===== src/rtl/multi_channel_delay_unit_pkg.sv =====
// +----------------------------------------------------------------------------+
// | multi_channel_delay_unit_pkg: shared defaults and helper functions         |
// | Rev 1.0                                                                    |
// +----------------------------------------------------------------------------+
`default_nettype none

package multi_channel_delay_unit_pkg;

  localparam int DEFAULT_N_CH    = 2;
  localparam int DEFAULT_DATA_W  = 5;
  localparam int DEFAULT_DEPTH   = 3;
  localparam bit DEFAULT_REVERSE = 1'b1;

  function automatic int occ_width(input int depth);
    return $clog2(depth + 1);
  endfunction

  // Output port driven by the pipeline that input j feeds.
  function automatic int route(input int j, input int n_ch, input bit reverse);
    return reverse ? (n_ch - 1 - j) : j;
  endfunction

endpackage

`default_nettype wire


===== src/rtl/multi_channel_delay_unit_delay_lane.sv =====
// +----------------------------------------------------------------------------+
// | delay_lane: one DATA_W x DEPTH stallable pipeline with occupancy count     |
// | Rev 1.0                                                                    |
// +----------------------------------------------------------------------------+
`default_nettype none

module delay_lane
  import multi_channel_delay_unit_pkg::*;
#(
  parameter int DATA_W = DEFAULT_DATA_W,
  parameter int DEPTH  = DEFAULT_DEPTH,
  parameter int CW     = occ_width(DEFAULT_DEPTH)
) (
  input  logic              clk,
  input  logic              rst,
  input  logic [DATA_W-1:0] in_data,
  input  logic              in_valid,
  output logic              in_ready,
  output logic [DATA_W-1:0] out_data,
  output logic              out_valid,
  input  logic              out_ready,
  output logic [CW-1:0]     occ
);

  logic [DEPTH-1:0]  v;
  logic [DEPTH-1:0]  v_prev;
  logic [DEPTH-1:0]  adv;
  logic              hold;
  logic [CW-1:0]     cnt;
  logic [DATA_W-1:0] d      [DEPTH];
  logic [DATA_W-1:0] d_prev [DEPTH];

  // A stage holds only when it and every stage downstream are full and the
  // consumer is stalled; otherwise the bubble ahead lets it advance.
  always_comb begin
    hold = !out_ready;
    adv  = '0;
    for (int s = DEPTH - 1; s >= 0; s--) begin
      hold   = hold && v[s];
      adv[s] = !hold;
    end
  end

  always_comb begin
    cnt = '0;
    for (int s = 0; s < DEPTH; s++) begin
      cnt = cnt + CW'(v[s]);
    end
  end

  assign v_prev = DEPTH'({v, in_valid});

  for (genvar s = 0; s < DEPTH; s++) begin : g_dprev
    if (s == 0) begin : g_head
      assign d_prev[s] = in_data;
    end else begin : g_body
      assign d_prev[s] = d[s-1];
    end
  end

  always_ff @(posedge clk) begin
    if (rst) begin
      v <= '0;
    end else begin
      for (int s = 0; s < DEPTH; s++) begin
        if (adv[s]) v[s] <= v_prev[s];
      end
    end
  end

  // Payload carries no reset; it is only meaningful alongside v.
  always_ff @(posedge clk) begin
    for (int s = 0; s < DEPTH; s++) begin
      if (adv[s]) d[s] <= d_prev[s];
    end
  end

  assign in_ready  = adv[0];
  assign out_valid = v[DEPTH-1];
  assign out_data  = d[DEPTH-1];
  assign occ       = cnt;

endmodule

`default_nettype wire


===== src/rtl/multi_channel_delay_unit.sv =====
// +----------------------------------------------------------------------------+
// | multi_channel_delay_unit: N-channel elastic delay line with routing.       |
// | Optional SVA via MULTI_CHANNEL_DELAY_UNIT_ASSERT_EN.  Rev 1.0              |
// +----------------------------------------------------------------------------+
`default_nettype none

module multi_channel_delay_unit
  import multi_channel_delay_unit_pkg::*;
#(
  parameter int N_CH    = DEFAULT_N_CH,
  parameter int DATA_W  = DEFAULT_DATA_W,
  parameter int DEPTH   = DEFAULT_DEPTH,
  parameter bit REVERSE = DEFAULT_REVERSE
) (
  input  logic                                CLK,
  input  logic                                RESET,
  input  logic [N_CH*DATA_W-1:0]              I_data,
  input  logic [N_CH-1:0]                     I_valid,
  output logic [N_CH-1:0]                     I_ready,
  output logic [N_CH*DATA_W-1:0]              O_data,
  output logic [N_CH-1:0]                     O_valid,
  input  logic [N_CH-1:0]                     O_ready,
  output logic [N_CH*occ_width(DEPTH)-1:0]    OCC
);

  localparam int CW = occ_width(DEPTH);

  for (genvar j = 0; j < N_CH; j++) begin : g_lane
    localparam int K = route(j, N_CH, REVERSE);

    delay_lane #(
      .DATA_W (DATA_W),
      .DEPTH  (DEPTH),
      .CW     (CW)
    ) u_lane (
      .clk       (CLK),
      .rst       (RESET),
      .in_data   (I_data[j*DATA_W +: DATA_W]),
      .in_valid  (I_valid[j]),
      .in_ready  (I_ready[j]),
      .out_data  (O_data[K*DATA_W +: DATA_W]),
      .out_valid (O_valid[K]),
      .out_ready (O_ready[K]),
      .occ       (OCC[K*CW +: CW])
    );

`ifdef MULTI_CHANNEL_DELAY_UNIT_ASSERT_EN
    a_stable : assert property (@(posedge CLK) disable iff (RESET)
      O_valid[K] && !O_ready[K] |=> O_valid[K] && $stable(O_data[K*DATA_W +: DATA_W]));

    a_occ_max : assert property (@(posedge CLK) disable iff (RESET)
      OCC[K*CW +: CW] <= CW'(DEPTH));

    if (DEPTH == 1) begin : g_lat_one
      a_latency : assert property (@(posedge CLK) disable iff (RESET)
        I_valid[j] && I_ready[j] |=> O_valid[K]);
    end else begin : g_lat_multi
      a_latency : assert property (@(posedge CLK) disable iff (RESET)
        (I_valid[j] && I_ready[j]) ##1 (O_ready[K] [*(DEPTH-1)]) |=> O_valid[K]);
    end
`endif
  end

endmodule

`default_nettype wire

===== config.mk =====
export PLATFORM = sky130hd
export DESIGN_NAME = multi_channel_delay_unit
export DESIGN_NICKNAME = d
export VERILOG_FILES = /design/src/rtl/multi_channel_delay_unit_pkg.sv /design/src/rtl/multi_channel_delay_unit_delay_lane.sv /design/src/rtl/multi_channel_delay_unit.sv
export SDC_FILE = /design/constraint.sdc
export NUM_CORES = 1
export LEC_CHECK = 0
export ABC_CLOCK_PERIOD_IN_PS = 1600
export BUFFER_PORTS_ARGS = -buffer_cell sky130_fd_sc_hd__buf_2
export CAP_MARGIN = 20
export CORE_UTILIZATION = 54
export CTS_CLUSTER_SIZE = 8
export DETAILED_ROUTE_END_ITERATION = 8
export PLACE_DENSITY = 0.82
export SLEW_MARGIN = 20
export SYNTH_ARGS = -nofsm -noshare
export SYNTH_HDL_FRONTEND = slang
export SYNTH_SLANG_ARGS = --single-unit

===== constraint.sdc =====
create_clock -name CLK -period 1.6 [get_ports CLK]
set_clock_uncertainty 0.1 [all_clocks]
set_input_delay 0.24 -clock CLK [delete_from_list [all_inputs] [get_ports CLK]]
set_output_delay 0.24 -clock CLK [all_outputs]
set_load 0.05 [all_outputs]

==> run metrics, run 1 <==
sum of internal, switching and leakage power=1.72 mW; slack of the critical path=-0.127 ns; CTS clock-pin slew for the worst setup and hold paths=0.10 ns; post-synth design cell area=1280 um2; fin crit share=108%; post-synthesis instance total=72; CP endpoint kind=output port; fillcell total=144; synth unique cells=9; Detail Placement HPWL=1310 um; Avg WL per Cell=13.8 um; initial DRC count=19; highest clock frequency the design can meet=0.579 GHz; Antenna Violating Nets Remaining=0; per-cell via count in the routed design=4.92; number of I/O port buffers=33; worst min-delay path category=input pin to flip-flop; Place WS=0.133 ns; height of the chip=50.7 um; core region area=2230 um2; CTS tree=built; Fin. Hold Viols=0; DRC violations left=0; Pre-antenna DRT Iters=4; total routing usage reported by global routing=18.2%; post-route worst hold slack=0.0297 ns; total power divided by cell area=1090 nW/um2; pin count of the biggest net entering global routing=11; via count of the first global-routing pass=683; category of the critical setup timing path=flip-flop to output port; sequential cell area=1030 um2; failing checks=setup timing; part of the Yosys area used for sequential elements=79.7%; total wire length after detailed routing=1920 um; Worst VDD drop=0.000822 V; CTS Root Buffer Type=sky130_fd_sc_hd__clkbuf_4; Final Slew Violations=0; maximum clock insertion buffer count=2; share of post-route cells with drive strength above 1=42.3%; area occupied by multi-input gates=135 um2; CP Data Required Time=1.26 ns; highest-delay cell along the critical path=sky130_fd_sc_hd__fa_2; Largest stage delay, worst path=0.57 ns; Relative slew margins=77.6%; TritonCTS sink count=36; Placement Rows=17; number of antenna violations at the first check in global routing=0; arrival time reported for the critical path endpoint=1.39 ns; area after detailed placement=1380 um2; measured slew at the worst slew-check pin=0.334 ns; overall die area=2570 um2; critical path startpoint category=flip-flop; syn_nets=90; worst skew pair latency=0.32 ns; Lkg Pwr=0.641 nW; I/O pin cnt=34; Horiz. Die Dim=50.7 um; clock period minus final worst setup slack=1.73 ns; run status=finished with violations; initial standard-cell utilization of the core=57.4%; area added between synthesis and finish=23.1%; syn avg cell area=17.8 um2; Critical Path Fanout Max=2; final design area excluding fillers=1580 um2; total of max-cap violations=0; Ant. Diodes=0; routability cong.=0.732; total CTS buffers=5; Synth warnings=0; wire length of the first global-routing pass=3080 um; Final nets=128; RSZ-0062 raised after global routing=true; #FFs+latches synth=36; count of H-tree levels built during CTS=2; worst path cell trace=fa_2, buf_6; Final Setup Violations=2; residual overflow from global routing=0; number of vias in the routed layout=684
-- synthesized netlist by cell type --
| library cell | n | share of area [%] |
|---|---|---|
| sky130_fd_sc_hd__edfxtp_1 | 30 | 70 |
| sky130_fd_sc_hd__buf_4 | 14 | 8.2 |
| sky130_fd_sc_hd__a21oi_1 | 6 | 2.3 |
| sky130_fd_sc_hd__dfxtp_1 | 6 | 9.4 |
| sky130_fd_sc_hd__inv_1 | 6 | 1.8 |
| sky130_fd_sc_hd__nand4b_1 | 4 | 2.7 |
| sky130_fd_sc_hd__fa_1 | 2 | 3.1 |
| sky130_fd_sc_hd__nand2b_1 | 2 | 0.98 |
| sky130_fd_sc_hd__nand3b_1 | 2 | 1.2 |
-- registers in the layout, indices dropped and copies added, names as in the netlist --
register	cells
g_lane.u_lane.d	30
g_lane.u_lane.v	6
-- where the power goes --
group          switching (mW)  internal (mW)
clock                   0.261          0.169
sequential             0.0193           1.07
combinational           0.133         0.0709
-- area by class of cell --
cell class,instances,area share (%)
Timing Repair Buffer,45,19.5
Clock inverter,1,0.238
Multi-Input combinational cell,16,8.56
Tap cell,28,2.22
Inverter,6,1.43
Clock buffer,7,2.85
Sequential cell,36,65.2
-- critical path, delay by kind of cell (launching register included) --
family	cells	cell delay (ns)
adder cells (fa/ha/maj)	1	0.57
flip-flops	1	0.35
buffers and inverters	1	0.15
-- per-stage QoR --
stage / cells / util [%] / TNS, ns
6_report: 139 / 70.6 / -0.245
5_1_grt: 139 / 70.6 / -0.390
4_1_cts: 139 / 70.4 / -0.290
3_5_place_dp: 119 / 61.6 / 0
3_3_place_gp: 119 / 61.6 / 0
2_1_floorplan: 72 / - / 0
-- layout by cell type, fill, tap and decap left out --
cell | Yosys | routed
sky130_fd_sc_hd__a21oi_1 | 6 | 6
sky130_fd_sc_hd__buf_2 | 0 | 28
sky130_fd_sc_hd__buf_4 | 14 | 2
sky130_fd_sc_hd__buf_6 | 0 | 4
sky130_fd_sc_hd__clkbuf_1 | 0 | 2
sky130_fd_sc_hd__clkbuf_4 | 0 | 6
sky130_fd_sc_hd__clkinv_1 | 0 | 1
sky130_fd_sc_hd__dfxtp_2 | 0 | 6
sky130_fd_sc_hd__dlygate4sd3_1 | 0 | 10
sky130_fd_sc_hd__edfxtp_1 | 30 | 30
sky130_fd_sc_hd__fa_1 | 2 | 1
sky130_fd_sc_hd__fa_2 | 0 | 1
sky130_fd_sc_hd__inv_1 | 6 | 6
sky130_fd_sc_hd__nand2b_1 | 2 | 2
sky130_fd_sc_hd__nand3b_1 | 2 | 2
sky130_fd_sc_hd__nand4b_1 | 4 | 4
-- per-layer routing --
layer / share of wire, % / up-vias / track usage [%] / wire, um
li1: - / 319 / - / -
met3: 7.0 / 7 / 7.58 / 135
met4: 2.3 / 0 / 12.0 / 44
met5: 0 / - / 0 / 0
met1: 36 / 319 / 18.7 / 699
met2: 54 / 39 / 30.0 / 1040
-- logic make-up after synthesis --
group	count (synthesis)	share of synthesized area [%]
AO/OA/AOI/OAI	6	2.34
adder cells (fa/ha/maj)	2	3.13
buffers and inverters	20	9.96
flip-flops	36	79.7
AND/OR/NAND/NOR	8	4.88
-- final timing paths --
check | start | to | slack (ns) | depth (start not counted)
hold / removal | I_valid[1] | g_lane[1].u_lane.v[0] | 0.03 | 3
hold reg to reg | g_lane[0].u_lane.d[0][9] | g_lane[0].u_lane.d[0][14] | 0.33 | 0
setup reg to reg | g_lane[0].u_lane.v[0] | g_lane[0].u_lane.d[0][0] | 0.45 | 2
setup / recovery | g_lane[1].u_lane.v[0] | OCC[0] | -0.13 | 2
-- what timing repair did --
action	in CTS	in global routing
setup buffers	2	0
hold buffers	10	0
gates cloned	0	0
endpoints found under the hold margin	10	0
setup endpoints to repair	4	5
gates resized for setup	14	2
Power figures use the tool's default switching activity.
==> run 2: changes to the inputs <==
Settings changed: ABC_CLOCK_PERIOD_IN_PS 1600 to 1810, CORE_UTILIZATION 54 to 50, PLACE_DENSITY 0.82 to 0.76.
Clock period 1.6 ns to 1.81 ns, I/O delays scaled along.
==> run 2 against run 1 <==
The flow now finishes without violations. Final area shrank 8.5%. Sequential power shrank 12%. Non-clock buffer count shrank 12. Cell count shrank 8.6%. Setup slack gained 0.17 ns. Largest power group unchanged.
==> run metrics, run 2 (same netlist as run 1, synthesis figures left out) <==
Critical Path Fanout Max=4 (+2); Final Setup Violations=0 (-2); Top delay family on crit path=adder cells; number of antenna violations at the first check in global routing=0 (unchanged); CTS clock-pin slew for the worst setup and hold paths=0.10 ns (about the same); Largest stage delay, worst path=0.56 ns (about the same); I/O pin cnt=34 (unchanged); share of post-route cells with drive strength above 1=43.4% (+1.1 points); Relative slew margins=79.6% (+1.9 points); Final nets=116 (-9.4%); residual overflow from global routing=0 (unchanged); worst min-delay path category=input pin to flip-flop; initial DRC count=9 (-10); worst skew pair latency=0.32 ns (about the same); total CTS buffers=5 (unchanged); buffers inserted by post-CTS timing repair=0 (-2); CP endpoint kind=output port; Worst VDD drop=0.000722 V (-12%); per-cell via count in the routed design=4.89 (-0.63%); Avg WL per Cell=13.0 um (-5.6%); Crit Reg-Reg Endpoint=g_lane[1].u_lane.d[0][2]; number of vias in the routed layout=621 (-9.2%); total of max-cap violations=0 (unchanged); number of flip-flops under the largest register name=30 (unchanged); count of H-tree levels built during CTS=2 (unchanged); CTS Hold Buffers Added=0 (-10); overall die area=2770 um2 (+7.7%); leading cell type in the layout, fill and taps excluded=sky130_fd_sc_hd__buf_2; highest clock frequency the design can meet=0.565 GHz; Ant. Diodes=0 (unchanged); CP Data Required Time=1.44 ns (+0.18 ns); critical path startpoint category=flip-flop; register containing the most flip-flops in the final layout=g_lane.u_lane.d; run status=finished clean; Final Slew Violations=0 (unchanged); highest-delay cell along the critical path=sky130_fd_sc_hd__fa_1; CTS tree=built; R2R setup slack=0.67 ns (+0.22 ns); biggest regs=g_lane.u_lane.d: 30 flops, g_lane.u_lane.v: 6 flops; measured slew at the worst slew-check pin=0.306 ns (-0.0289 ns); buffering stage count on the worst path with inverters included=1 (unchanged); most frequent cells in the layout=sky130_fd_sc_hd__buf_2, sky130_fd_sc_hd__edfxtp_1, sky130_fd_sc_hd__inv_1, sky130_fd_sc_hd__a21oi_1, sky130_fd_sc_hd__clkbuf_4; DRC violations left=0 (unchanged); Pre-antenna DRT Iters=4 (unchanged); fin crit share=97.8%; arrival time reported for the critical path endpoint=1.40 ns (about the same); total power divided by cell area=1030 nW/um2 (-5.1%); via count of the first global-routing pass=570 (-17%); worst path cell trace=fa_1, buf_6; Lkg Pwr=0.592 nW (-7.7%); Horiz. Die Dim=52.6 um (+3.8%); TritonCTS sink count=36 (unchanged); hold path startpoint=I_data[5]; worst-case reg-to-reg path depth=1 (-1); Fin. Hold Viols=0 (unchanged); area added between synthesis and finish=12.7%; initial standard-cell utilization of the core=55.3% (-2.1 points); maximum clock insertion buffer count=2 (unchanged); CTS Root Buffer Type=sky130_fd_sc_hd__clkbuf_4; FF-to-FF Start=g_lane[1].u_lane.v[2]; clock period minus final worst setup slack=1.77 ns; routability cong.=0.680 (-7.1%); WHS Endpoint=g_lane[1].u_lane.d[0][0]; height of the chip=52.6 um (+3.8%); wire length of the first global-routing pass=2460 um (-20%); count of cells along the worst hold path=1 (-2); number of I/O port buffers=33 (unchanged); Antenna Violating Nets Remaining=0 (unchanged); total wire length after detailed routing=1650 um (-14%); pin count of the biggest net entering global routing=12 (+1); Placement Rows=17 (unchanged); post-route worst hold slack=0.0164 ns (-0.0133 ns); sum of internal, switching and leakage power=1.49 mW (-13%); category of the critical setup timing path=flip-flop to output port; total routing usage reported by global routing=13.9% (-4.3 points); core region area=2320 um2 (+3.8%)
==> run 2: changes by cell type in the layout (fill, tap and decap cells not counted) <==
| cell | delta |
|---|---|
| sky130_fd_sc_hd__buf_2 | +3 |
| sky130_fd_sc_hd__buf_4 | -2 |
| sky130_fd_sc_hd__buf_6 | -2 |
| sky130_fd_sc_hd__clkbuf_1 | -2 |
| sky130_fd_sc_hd__clkbuf_4 | -1 |
| sky130_fd_sc_hd__clkinv_2 | +2 |
| sky130_fd_sc_hd__dfxtp_1 | +3 |
| sky130_fd_sc_hd__dfxtp_2 | -3 |
| sky130_fd_sc_hd__dlygate4sd3_1 | -10 |
| sky130_fd_sc_hd__fa_1 | +1 |
| sky130_fd_sc_hd__fa_2 | -1 |
==> run 2: per-stage QoR <==
step	TNS, ns	worst slack, ns	util, %	instance area (um2)	instances
2_1_floorplan	0	0.265	-	1280	72
4_1_cts	0	0.0107	62.0	1440	127
5_1_grt	-0.00283	-0.00283	62.3	1440	127
3_5_place_dp	0	0.307	59.4	1380	119
3_3_place_gp	0	0.324	59.4	1380	119
6_report	0	0.0397	62.3	1440	127
==> run 2: how the worst max path moves through the flow <==
stage                           from  endpoint  cells past startpoint
6_report       g_lane[1].u_lane.v[0]    OCC[0]                      2
5_1_grt        g_lane[0].u_lane.v[1]    OCC[2]                      2
4_1_cts        g_lane[0].u_lane.v[0]    OCC[2]                      2
3_5_place_dp   g_lane[1].u_lane.v[0]    OCC[0]                      2
3_3_place_gp   g_lane[0].u_lane.v[0]    OCC[2]                      2
2_1_floorplan  g_lane[1].u_lane.v[0]    OCC[0]                      1
==> run 2: repair_timing <==
item,in CTS,in global routing
pin swaps,0,0
resized for setup,3,4
endpoints found under the setup margin,2,2
==> run 2: routing by layer <==
layer | wire length, um | vias to the layer above | global-route usage (%)
met1 | 609 | 290 | 13.8
met3 | 125 | 4 | 5.80
met2 | 886 | 29 | 22.4
met4 | 31 | 0 | 11.4
met5 | 0 | - | 0
li1 | - | 298 | -
==> run 2: layout make-up <==
cell class | instances | area, um2
well taps | 28 | 35.0
clock inverters | 3 | 13.8
multi-input cells | 16 | 133
repair buffers | 33 | 178
flip-flops and latches | 36 | 1020
fillers | 177 | 875
clock buffers | 5 | 37.5
inverters | 6 | 22.5
==> run 2: power by group <==
group	internal [mW]	total [mW]	switching (mW)
Combinational	0.0433	0.155	0.111
Clock	0.142	0.378	0.236
Sequential	0.943	0.961	0.0183
